File: config.mk
export PLATFORM = sky130hd
export DESIGN_NAME = regfile_scoreboard
export DESIGN_NICKNAME = d
export VERILOG_FILES = /design/src/rtl/regfile_scoreboard.sv
export SDC_FILE = /design/constraint.sdc
export NUM_CORES = 1
export LEC_CHECK = 0
export CAP_MARGIN = 10
export CORE_ASPECT_RATIO = 0.6
export CORE_MARGIN = 1.5
export CORE_UTILIZATION = 42
export CTS_CLUSTER_DIAMETER = 80
export CTS_CLUSTER_SIZE = 12
export DETAILED_ROUTE_END_ITERATION = 16
export RECOVER_POWER = 50
export SETUP_SLACK_MARGIN = 0.2
export SLEW_MARGIN = 20
export SYNTH_ARGS = -nofsm -noshare
export SYNTH_HDL_FRONTEND = slang
export SYNTH_SLANG_ARGS = --single-unit
File: constraint.sdc
create_clock -name clk -period 10.79 [get_ports clk]
set_input_delay 2.158 -clock clk [delete_from_list [all_inputs] [get_ports clk]]
set_output_delay 2.158 -clock clk [all_outputs]
set_load 0.005 [all_outputs]
File: src/rtl/regfile_scoreboard.sv
// regfile_scoreboard: decode-stage hazard tracker sitting in front of the
// 8x16 LC-3b register file. Keeps a pending-write count per architectural
// register, holds issue while any used source is still pending, and retires
// a pending write when writeback loads the regfile.
//
// Build option: define SCOREBOARD_WB_BYPASS_EN to let a reader issue in the
// same cycle as the writeback of its last pending producer (forwarding path).
// Without it, the reader waits until the regfile holds the value.
module regfile_scoreboard #(
  parameter int CNT_W     = 2,
  parameter bit WAW_STALL = 1'b0
) (
  input  logic             clk,
  input  logic             rst_n,
  input  logic             issue_valid,
  output logic             issue_ready,
  input  logic             issue_writes,
  input  logic [2:0]       issue_dest,
  input  logic [2:0]       issue_src_a,
  input  logic [2:0]       issue_src_b,
  input  logic [2:0]       issue_memsr2,
  input  logic [2:0]       issue_use,
  input  logic             wb_valid,
  input  logic [2:0]       wb_dest,
  input  logic             flush,
  output logic [7:0]       busy_mask,
  output logic [CNT_W+2:0] inflight_total,
  output logic             err_underflow
);

  localparam int              TOT_W   = CNT_W + 3;
  localparam logic [CNT_W-1:0] CNT_MAX = {CNT_W{1'b1}};
  localparam logic [CNT_W-1:0] CNT_ONE = CNT_W'(1);

  logic [CNT_W-1:0] cnt_q [8];
  logic [CNT_W-1:0] cnt_d [8];
  logic [7:0]       busy_q, busy_d;
  logic [TOT_W-1:0] total_q, total_d;
  logic             err_q, err_d;

  logic       hazard, sat, waw, fire, inc;
  logic [2:0] src_sel [3];

  assign src_sel[0] = issue_src_a;
  assign src_sel[1] = issue_src_b;
  assign src_sel[2] = issue_memsr2;

  // Any used source with a pending producer blocks issue
  always_comb begin
    hazard = 1'b0;
    for (int i = 0; i < 3; i++) begin
      if (issue_use[i] && (cnt_q[src_sel[i]] != '0)) begin
`ifdef SCOREBOARD_WB_BYPASS_EN
        // Last pending producer retiring right now: value comes off the forwarding path
        if (!((cnt_q[src_sel[i]] == CNT_ONE) && wb_valid && (wb_dest == src_sel[i])))
          hazard = 1'b1;
`else
        hazard = 1'b1;
`endif
      end
    end
  end

  // Saturation keeps the counter from wrapping; it blocks the issue instead
  assign sat         = issue_writes && (cnt_q[issue_dest] == CNT_MAX);
  assign waw         = WAW_STALL && issue_writes && (cnt_q[issue_dest] != '0);
  assign issue_ready = rst_n && !flush && !hazard && !sat && !waw;
  assign fire        = issue_valid && issue_ready;
  assign inc         = fire && issue_writes;

  // Next-state counters plus derived busy mask, total and sticky underflow
  always_comb begin
    err_d   = err_q;
    busy_d  = '0;
    total_d = '0;
    for (int r = 0; r < 8; r++) begin
      cnt_d[r] = cnt_q[r];
      if (flush) begin
        cnt_d[r] = '0;
      end else if (inc && (issue_dest == 3'(r)) && wb_valid && (wb_dest == 3'(r))) begin
        cnt_d[r] = cnt_q[r];
      end else if (inc && (issue_dest == 3'(r))) begin
        cnt_d[r] = cnt_q[r] + CNT_ONE;
      end else if (wb_valid && (wb_dest == 3'(r))) begin
        if (cnt_q[r] != '0) cnt_d[r] = cnt_q[r] - CNT_ONE;
        else                err_d    = 1'b1;
      end
      busy_d[r] = (cnt_d[r] != '0);
      total_d   = total_d + TOT_W'(cnt_d[r]);
    end
  end

  // State registers; reset drops all pending writes immediately
  always_ff @(posedge clk or negedge rst_n) begin
    if (!rst_n) begin
      for (int r = 0; r < 8; r++) cnt_q[r] <= '0;
      busy_q  <= '0;
      total_q <= '0;
      err_q   <= 1'b0;
    end else begin
      for (int r = 0; r < 8; r++) cnt_q[r] <= cnt_d[r];
      busy_q  <= busy_d;
      total_q <= total_d;
      err_q   <= err_d;
    end
  end

  assign busy_mask      = busy_q;
  assign inflight_total = total_q;
  assign err_underflow  = err_q;

endmodule

After elaboration in Yosys (flattened, before gate mapping)
Index checks and enable logic that the tools add are counted.
{"block": "word_totals", "register_bits": 30, "inputBits": 24, "elab_cells": 217}
{"block": "classes", "n_addsub": 23, "magnitude_cmp": 4, "n_eq_ne": 15, "muxes": 95, "bitwise": 4, "reduce_logical": 65}
{"cell": "2-to-1 mux 2 bit", "count": 48}
{"cell": "2-to-1 mux 1 bit", "count": 43}
{"cell": "logical AND 1 bit", "count": 41}
{"cell": "nonzero test 2 bit", "count": 19}
{"cell": "binary-select mux 2 bit (select 3 bit)", "count": 4}
{"cell": "== test 3 bit, second input constant", "count": 8}
{"cell": "adder 5 x 2 -> 5 bit", "count": 4}
{"cell": "adder 2 x 1 -> 2 bit, second input constant", "count": 8}
{"cell": ">= comparator 4 bit, second input constant", "count": 4}
{"cell": "NOT 3 -> 4 bit", "count": 4}
{"cell": "subtractor 2 x 1 -> 2 bit, second input constant", "count": 8}
{"cell": "== test 3 x 2 -> 1 bit, second input constant", "count": 4}
{"cell": "== test 3 x 1 -> 1 bit, second input constant", "count": 2}
{"cell": "logical NOT 3 bit", "count": 2}
{"cell": "adder 4 x 2 -> 5 bit", "count": 1}
{"cell": "adder 3 x 2 -> 4 bit", "count": 1}
{"cell": "adder 2 x 2 -> 3 bit", "count": 1}
{"cell": "logical NOT 1 bit", "count": 3}
{"cell": "== test 2 bit, second input constant", "count": 1}

Depth between registers and ports, before layout
Gate-level depths: netlist (run 1).
{"block": "depth", "word_depth": 54, "ltp_mapped": 21, "depth_no_buf": 18}

Worst setup path after synthesis (run 1)
No wires, ideal clock.
{"block": "synth_timing", "path_kind": "in2reg", "from": "in flush", "to": "reg total_q[3], in the netlist inflight_total[3]", "setup_time_ns": 0.123, "t_arrival_ns": 7.069, "setup_slack_ns": 3.599, "path_stages": 19, "n_path_buf": 2, "path_cell_list": "clkbuf_1 -> inv_1 -> o311a_1 -> a21bo_2 -> or4_4 -> buf_6 -> nor4_2 -> mux2i_1 -> a21oi_1 -> or2_2 -> fa_1 -> inv_1 -> fa_1 -> fa_1 -> fa_1 -> ha_1 -> inv_1 -> fa_1 -> xnor2_1"}
{"block": "synth_between", "elab_chain_cells": 18, "word_cells_on_any_way": 61, "classes_between": "add/sub: 7; mux: 24; reduce/logical: 30"}
{"element": "from (decl)", "line_no": "25", "text": "input logic flush,"}
{"element": "logical NOT 1 bit", "line_no": "67", "text": "assign issue_ready = rst_n && !flush && !hazard && !sat && !waw;"}
{"element": "logical AND 1 bit (3 in a row)", "line_no": "67"}
{"element": "logical AND 1 bit", "line_no": "68", "text": "assign fire = issue_valid && issue_ready;"}
{"element": "logical AND 1 bit", "line_no": "69", "text": "assign inc = fire && issue_writes;"}
{"element": "logical AND 1 bit", "line_no": "80, 82"}
{"element": "logical AND 1 bit (2 in a row)", "line_no": "80", "text": "end else if (inc && (issue_dest == 3'(r)) && wb_valid && (wb_dest == 3'(r))) begin"}
{"element": "2-to-1 mux 2 bit", "line_no": "80"}
{"element": "2-to-1 mux 2 bit", "line_no": "78", "text": "if (flush) begin"}
{"element": "adder 2 x 2 -> 3 bit", "line_no": "89", "text": "total_d = total_d + TOT_W'(cnt_d[r]);"}
{"element": "adder 3 x 2 -> 4 bit", "line_no": "89"}
{"element": "adder 4 x 2 -> 5 bit", "line_no": "89"}
{"element": "adder 5 x 2 -> 5 bit (3 in a row)", "line_no": "89"}
{"element": "adder 5 x 2 -> 5 bit *", "line_no": "89"}
{"element": "via total_d[3]", "line_no": "38", "text": "logic [TOT_W-1:0] total_q, total_d;"}
{"element": "to (signal assigned)", "line_no": "103", "text": "total_q <= total_d;"}
{"element": "to (decl)", "line_no": "38"}
The timed path passes the listed nets; every way through them passes the cells marked *.

==> results of run 1 <==
==> per-layer routing <==
metal	vias to the layer above	global-route usage	share of wire
li1	1167	-	-
met5	-	0	0
met1	1181	0.341	0.48
met3	8	0.0763	0.11
met2	121	0.314	0.39
met4	0	0.0455	0.0068
==> through the flow <==
| step | utilization | hold WS (ns) | cell area, um^2 |
|---|---|---|---|
| floorplan | - | 0.521 | 2860 |
| global placement | 0.503 | 0.539 | 3330 |
| detailed placement | 0.503 | 0.532 | 3330 |
| CTS | 0.528 | 0.542 | 3490 |
| global route | 0.527 | 0.561 | 3490 |
| finish | 0.527 | 0.538 | 3490 |
==> kinds of logic after synthesis <==
family | share of synthesized area
XOR/XNOR | 0.0184
multiplexers | 0.0464
flip-flops | 0.263
adder cells (fa/ha/maj) | 0.204
AO/OA/AOI/OAI | 0.132
AND/OR/NAND/NOR | 0.270
buffers and inverters | 0.0661
==> worst reg2reg max path, delay by kind of cell, from the launching register on <==
family	cells	cell delay (ns)
buf+inv	1	0.06
mux	1	0.35
xor+xnor	1	0.14
flops	1	0.45
simple gates	4	1.29
fa+ha+maj	6	2.69
compound gates	2	0.90
==> cell usage in the layout (no fill, tap or decap), types with 3 or more instances in the layout <==
cell             netlist  routed
a21o_1                 3       3
a21oi_1                7       7
a221oi_1               3       3
a22oi_1                3       3
clkbuf_16              0       5
clkdlybuf4s50_1        0      31
dfrtp_1               30      30
dlygate4sd3_1          0       7
fa_1                  11      11
ha_1                  29      29
inv_1                 42      42
mux4_2                 4       4
nand2_1               29      29
nand2b_1               5       5
nand3_1                7       7
nand3b_1               3       3
nor2_1                37      37
nor3_1                10      10
nor3b_1                3       3
nor4_1                 3       3
nor4b_1                4       4
o21ai_0                7       7
o21bai_1               3       3
o22ai_1                3       3
or2_2                  6       6
or3_1                  3       3
xnor2_1                4       4
==> registers in the layout (all words and copies together), names as in the netlist <==
signal	flops
busy_mask	8
cnt_q	16
err_underflow	1
inflight_total	5
==> how the worst max path moves through the flow <==
stage,end,cells after the start,start
6_report,inflight_total[3],17,rst_n
3_5_place_dp,inflight_total[3],18,rst_n
3_3_place_gp,inflight_total[3],16,rst_n
2_1_floorplan,inflight_total[3],19,flush
4_1_cts,inflight_total[3],16,rst_n
5_1_grt,inflight_total[3],19,rst_n
==> final cells by class <==
cell class	instances	area share
clock buffers	5	0.0358
clock inverters	3	0.0115
inverters	42	0.0452
multi-input cells	235	0.549
flip-flops and latches	30	0.215
well taps	87	0.0312
repair buffers	40	0.112
==> where the power goes <==
part	internal, uW	leakage (uW)	total (uW)	switching [uW]
sequential	116	0.000415	118	2.70
clock	108	0.0000836	158	49.8
combinational	24.4	0.00103	50.1	25.7
==> impl_summary.txt, run 1 <==
----------------------------------------------------
[Run status]
  Result of the run ... finished with violations
  Violations in the final reports ... max-capacitance violations, max-slew violations

[Route]
  DRT Pass-1 Iters ... 4
  Post-detailed-route wirelength per cell ... 17.3 um
  Routed wire length ... 7640 um
  Drt via density ... 5.60
  Number of antenna-violating nets in the routed design ... 0
  Number of DRC markers in iteration 0 ... 190
  Via count ... 2477
  Number of remaining DRC errors ... 0

[Setup path]
  Reg2Reg Setup Slack ... 4.81 ns
  Source of the worst register-to-register timing path ... cnt_q[3]
  Worst Reg-to-Reg Cells ... 15
  End of the worst register-to-register path ... inflight_total[3]
  Critical Path Max Stage Delay ... 1.21 ns
  Arrival @ worst endpoint ... 8.99 ns
  List of cells traversed by the critical path ... clkdlybuf4s50_1, clkbuf_1, o311a_1, a21bo_2, or4_4, nor4b_4, xnor2_1, a221oi_1, nor2_1, fa_1, fa_1, fa_1, fa_1, ha_1, inv_1, fa_1, xnor2_1
  Cell family contributing the most delay on the critical path ... adder cells
  CP Data Required Time ... 10.95 ns
  Kind of end point of the critical path ... flip-flop
  Setup Crit Path Kind ... input port to flip-flop
  Most frequent CP cell ... fa_1
  Type of origin of the critical path ... input port
  Library cell contributing the largest single delay on the critical path ... clkbuf_1
  Buffers plus inverters on the worst setup path ... 3
  Worst Path Max Fanout ... 31

[Placement]
  Count of input and output buffers ... 38
  Pre-CTS setup slack ... 2.65 ns
  Count of placed standard cells including taps ... 434
  Detailed placement HPWL ... 6020 um
  Routability congestion estimate ... 0.888

[Min path]
  Origin of the worst min-delay path ... err_underflow
  Min-delay worst type ... flip-flop to flip-flop
  Depth of the worst hold-timing path ... 2
  End of the worst hold path ... err_underflow

[Floorplanning]
  Core area ... 6620 um^2
  Die ar. ... 7320 um^2
  Initial core utilization ... 0.432
  Number of rows created at floorplan ... 23
  Die extent in x ... 109 um
  Vertical die dimension ... 66.9 um
  Count of boundary I/O pins ... 39

[Yosys]
  Synth area leader ... dfrtp_1
  Number of enable-type register cells in the synthesized netlist ... 0
  Synth top area cells ... dfrtp_1, ha_1, fa_1
  Library cell with the highest instance count after synthesis ... inv_1
  Post-synth top flop ... dfrtp_1
  Net count of the mapped netlist ... 377
  Top cell type's share of synthesized area ... 0.263
  Post-synth design cell area ... 2860 um^2
  Async SR Flop Fraction ... 1.00
  Flip-flop and latch count after synthesis ... 30
  Sequential-to-total area share from yosys stat ... 0.263
  Synth cell types ... 64
  Yosys synthesis warning count ... 0
  Most common library cells after synthesis ... inv_1, nor2_1, dfrtp_1
  Synth Area per Inst ... 9.13 um^2
  Synthesized netlist cell count ... 313

[Final layout]
  Area used by multi-input combinational logic ... 1920 um^2
  Post-synthesis to final-layout area growth ... 22.2%
  Ratio of cells with drive above 1 in the final layout ... 0.104
  Antenna diode instance count ... 0
  Total Nets Final ... 418
  Area used by sequential logic in the layout ... 751 um^2
  Filler cell count in the final layout ... 612
  Cell Count, Final, Fillers Out ... 442

[Clock network]
  CTS resizes ... 0
  H-tree depth ... 2
  Number of buffers created by CTS ... 5
  Clock sink count ... 30
  Clock transition at path regs ... 0.05 ns
  Clock root buffer ... clkbuf_16
  Clock insertion delay at the later pin of the skew report ... 0.27 ns
  Setup fix buffers added after clock tree synthesis ... 0
  CTS tree ... yes
  Max Buffers Root-to-Sink ... 2
  CTS Hold Buffers Added ... 0

[Global route]
  Global Route Usage Sum ... 0.228
  Via count of the first global-routing pass ... 2385
  Number of antenna violations at the first check in global routing ... 0
  Largest net degree at the start of global routing ... 32
  Wire length of the first global-routing pass ... 12300 um
  Global-route congestion overflow total ... 0

[STA]
  Number of endpoints with negative hold slack in the final report ... 0
  Pins over their slew limit ... 32
  Fmax ... 113 MHz
  Worst slew margin ... -0.121
  Fraction of the cycle the final worst path needs ... 0.818
  Post-route minimum period ... 8.83 ns
  Worst path setup slack after routing ... 1.96 ns
  Worst setup skew after layout ... 0.00168 ns
  Actual transition at the worst max-transition pin ... 1.68 ns
  Final setup TNS ... 0 ns
  Setup repair after global routing missed its margin ... false
  Number of failing setup endpoints in the final timing report ... 0

[Power]
  Leakage Power ... 0.00153 uW
  Peak supply drop ... 66.6 uV
  Post-route total power ... 326 uW
  Power per cell area ... 93.4 nW/um^2

[Job]
  Reported max-cap violation count ... 1

----------------------------------------------------
(Power assumes the default switching activity.)
==> run 2, diff against run 1 <==
--- a/config.mk
+++ b/config.mk
@@ -12,6 +12,7 @@
 export CTS_CLUSTER_DIAMETER = 80
 export CTS_CLUSTER_SIZE = 12
 export DETAILED_ROUTE_END_ITERATION = 16
+export PLACE_DENSITY = 0.66
 export RECOVER_POWER = 50
 export SETUP_SLACK_MARGIN = 0.2
 export SLEW_MARGIN = 20
==> constraint.sdc (replaced) <==
create_clock -name clk -period 7.6 [get_ports clk]
set_input_delay 1.52 -clock clk [delete_from_list [all_inputs] [get_ports clk]]
set_output_delay 1.52 -clock clk [all_outputs]
set_load 0.005 [all_outputs]
==> impl_summary.txt, run 2 (synthesis results as in run 1) <==
----------------------------------------------------
[Run status]
  Violations in the final reports ... max-capacitance violations, max-slew violations
  Result of the run ... finished with violations

[Global route]
  Global-route congestion overflow total ... 0
  Largest net degree at the start of global routing ... 31
  Global Route Usage Sum ... 0.232
  Via count of the first global-routing pass ... 2349
  Wire length of the first global-routing pass ... 12500 um
  Number of antenna violations at the first check in global routing ... 0

[STA]
  Number of endpoints with negative hold slack in the final report ... 0
  Number of failing setup endpoints in the final timing report ... 0
  Fmax ... 141 MHz
  Final setup TNS ... 0 ns
  Fraction of the cycle the final worst path needs ... 0.933
  Worst setup skew after layout ... 0.00605 ns
  Pins over their slew limit ... 31
  Actual transition at the worst max-transition pin ... 1.70 ns
  Post-route minimum period ... 7.09 ns
  Worst slew margin ... -0.134
  Setup repair after global routing missed its margin ... false

[Route]
  Drt via density ... 5.50
  Number of remaining DRC errors ... 0
  DRT Pass-1 Iters ... 4
  Post-detailed-route wirelength per cell ... 17.6 um
  Via count ... 2459
  Number of antenna-violating nets in the routed design ... 0
  Routed wire length ... 7890 um
  Number of DRC markers in iteration 0 ... 191

[Final layout]
  Cell Count, Final, Fillers Out ... 447
  Filler cell count in the final layout ... 614
  Leading cell types in the layout, fill and taps excluded ... inv_1, nor2_1, dfrtp_1, clkdlybuf4s50_1
  Post-route cell area ... 3550 um^2
  Antenna diode instance count ... 0
  Number of flip-flops under the largest register name ... 16
  Post-synthesis to final-layout area growth ... 24.4%
  Most common cell after layout, fill and taps aside ... inv_1
  Most flop-heavy register ... cnt_q
  Ratio of cells with drive above 1 in the final layout ... 0.119
  Total Nets Final ... 424

[Power]
  Combinational cell fraction of total power ... 0.153
  Power per cell area ... 132 nW/um^2
  Switching share of power ... 0.233
  Internal power ... 361 uW
  Switching power of the nets ... 109 uW
  Peak supply drop ... 88.8 uV
  Share of total power in sequential cells ... 0.360
  Clock group share of total power ... 0.487
  Leakage Power ... 0.00156 uW

[Floorplanning]
  Count of boundary I/O pins ... 39
  Die ar. ... 7320 um^2
  Die extent in x ... 109 um
  Core area ... 6620 um^2
  Vertical die dimension ... 66.9 um
  Number of rows created at floorplan ... 23
  Initial core utilization ... 0.432

[Clock network]
  Max Buffers Root-to-Sink ... 2
  Clock insertion delay at the later pin of the skew report ... 0.28 ns
  Number of buffers created by CTS ... 5
  Clock sink count ... 30
  Clock root buffer ... clkbuf_16
  Clock transition at path regs ... 0.05 ns
  H-tree depth ... 2
  CTS tree ... yes
  CTS Hold Buffers Added ... 0

[Setup path]
  Type of origin of the critical path ... input port
  Worst Path Max Fanout ... 14
  Setup Crit Path Kind ... input port to flip-flop
  Arrival @ worst endpoint ... 7.25 ns
  CP Data Required Time ... 7.76 ns
  Kind of end point of the critical path ... flip-flop

[Min path]
  Min-delay worst type ... flip-flop to flip-flop

[Job]
  Reported max-cap violation count ... 1

[Placement]
  Count of placed standard cells including taps ... 437
  Count of input and output buffers ... 38
  Routability congestion estimate ... 0.886
  Post-DP Area ... 3350 um^2
  Detailed placement HPWL ... 6000 um

----------------------------------------------------
run 2: final timing paths:
path                                  from                end  slack (ns)  cells after the start
max in group asynchronous            rst_n          cnt_q[15]        4.22                      2
min                          err_underflow      err_underflow        0.57                      2
min reg2reg                  err_underflow      err_underflow        0.57                      2
max                        issue_memsr2[0]  inflight_total[3]        0.51                     17
max reg2reg                      cnt_q[11]  inflight_total[3]        1.73                     16
min in group asynchronous            rst_n  inflight_total[4]        2.39                      2
run 2: stage by stage:
stage / utilization / setup WS (ns) / power [uW] / hold WS (ns)
2_1_floorplan: - / 1.05 / 205 / 0.521
3_5_place_dp: 0.506 / 0.133 / 242 / 0.539
4_1_cts: 0.532 / 0.390 / 474 / 0.560
6_report: 0.537 / 0.511 / 470 / 0.572
3_3_place_gp: 0.506 / 0.202 / 241 / 0.546
5_1_grt: 0.537 / 0.230 / 490 / 0.579
run 2: per-layer routing:
metal	wire length [um]	global-route usage	vias to the layer above
met4	61	0.0536	0
met5	0	0	-
met1	3790	0.348	1184
met3	722	0.0489	6
met2	3310	0.335	87
li1	-	-	1182
run 2: what timing repair did:
action,4_1_cts,5_1_grt
setup endpoints to repair,0,2
setup buffers,0,3
gates resized for setup,0,2
run 2: final cells by class:
type                       count  area (um^2)  share of cell area
inverter                      42          158              0.0444
multi-input combinational    235         1930               0.543
sequential                    30          751               0.211
timing repair buffer          46          437               0.123
clock buffer                   6          139              0.0391
tap                           87          109              0.0306
clock inverter                 1         30.0             0.00845
run 2: power by group through the flow:
stage          sequential (uW)  combinational (uW)  clock (uW)
6_report                   169                71.8         229
5_1_grt                    169                78.5         242
4_1_cts                    169                71.5         233
3_5_place_dp               171                70.6           0
3_3_place_gp               172                69.8           0
2_1_floorplan              170                35.2           0
run 2: critical path, stage by stage:
cell and delay (ns):
clkdlybuf4s50_1 0.54, nor4bb_1 0.32, nor4b_1 0.12, a22o_1 0.20, or4_4 0.65, nor4b_4 0.40
buf_4 0.20, nor3b_1 0.32, a2111oi_4 0.12, fa_1 0.55, fa_1 0.52, fa_1 0.51
fa_1 0.52, ha_1 0.19, inv_1 0.06, fa_1 0.37, xnor2_1 0.13
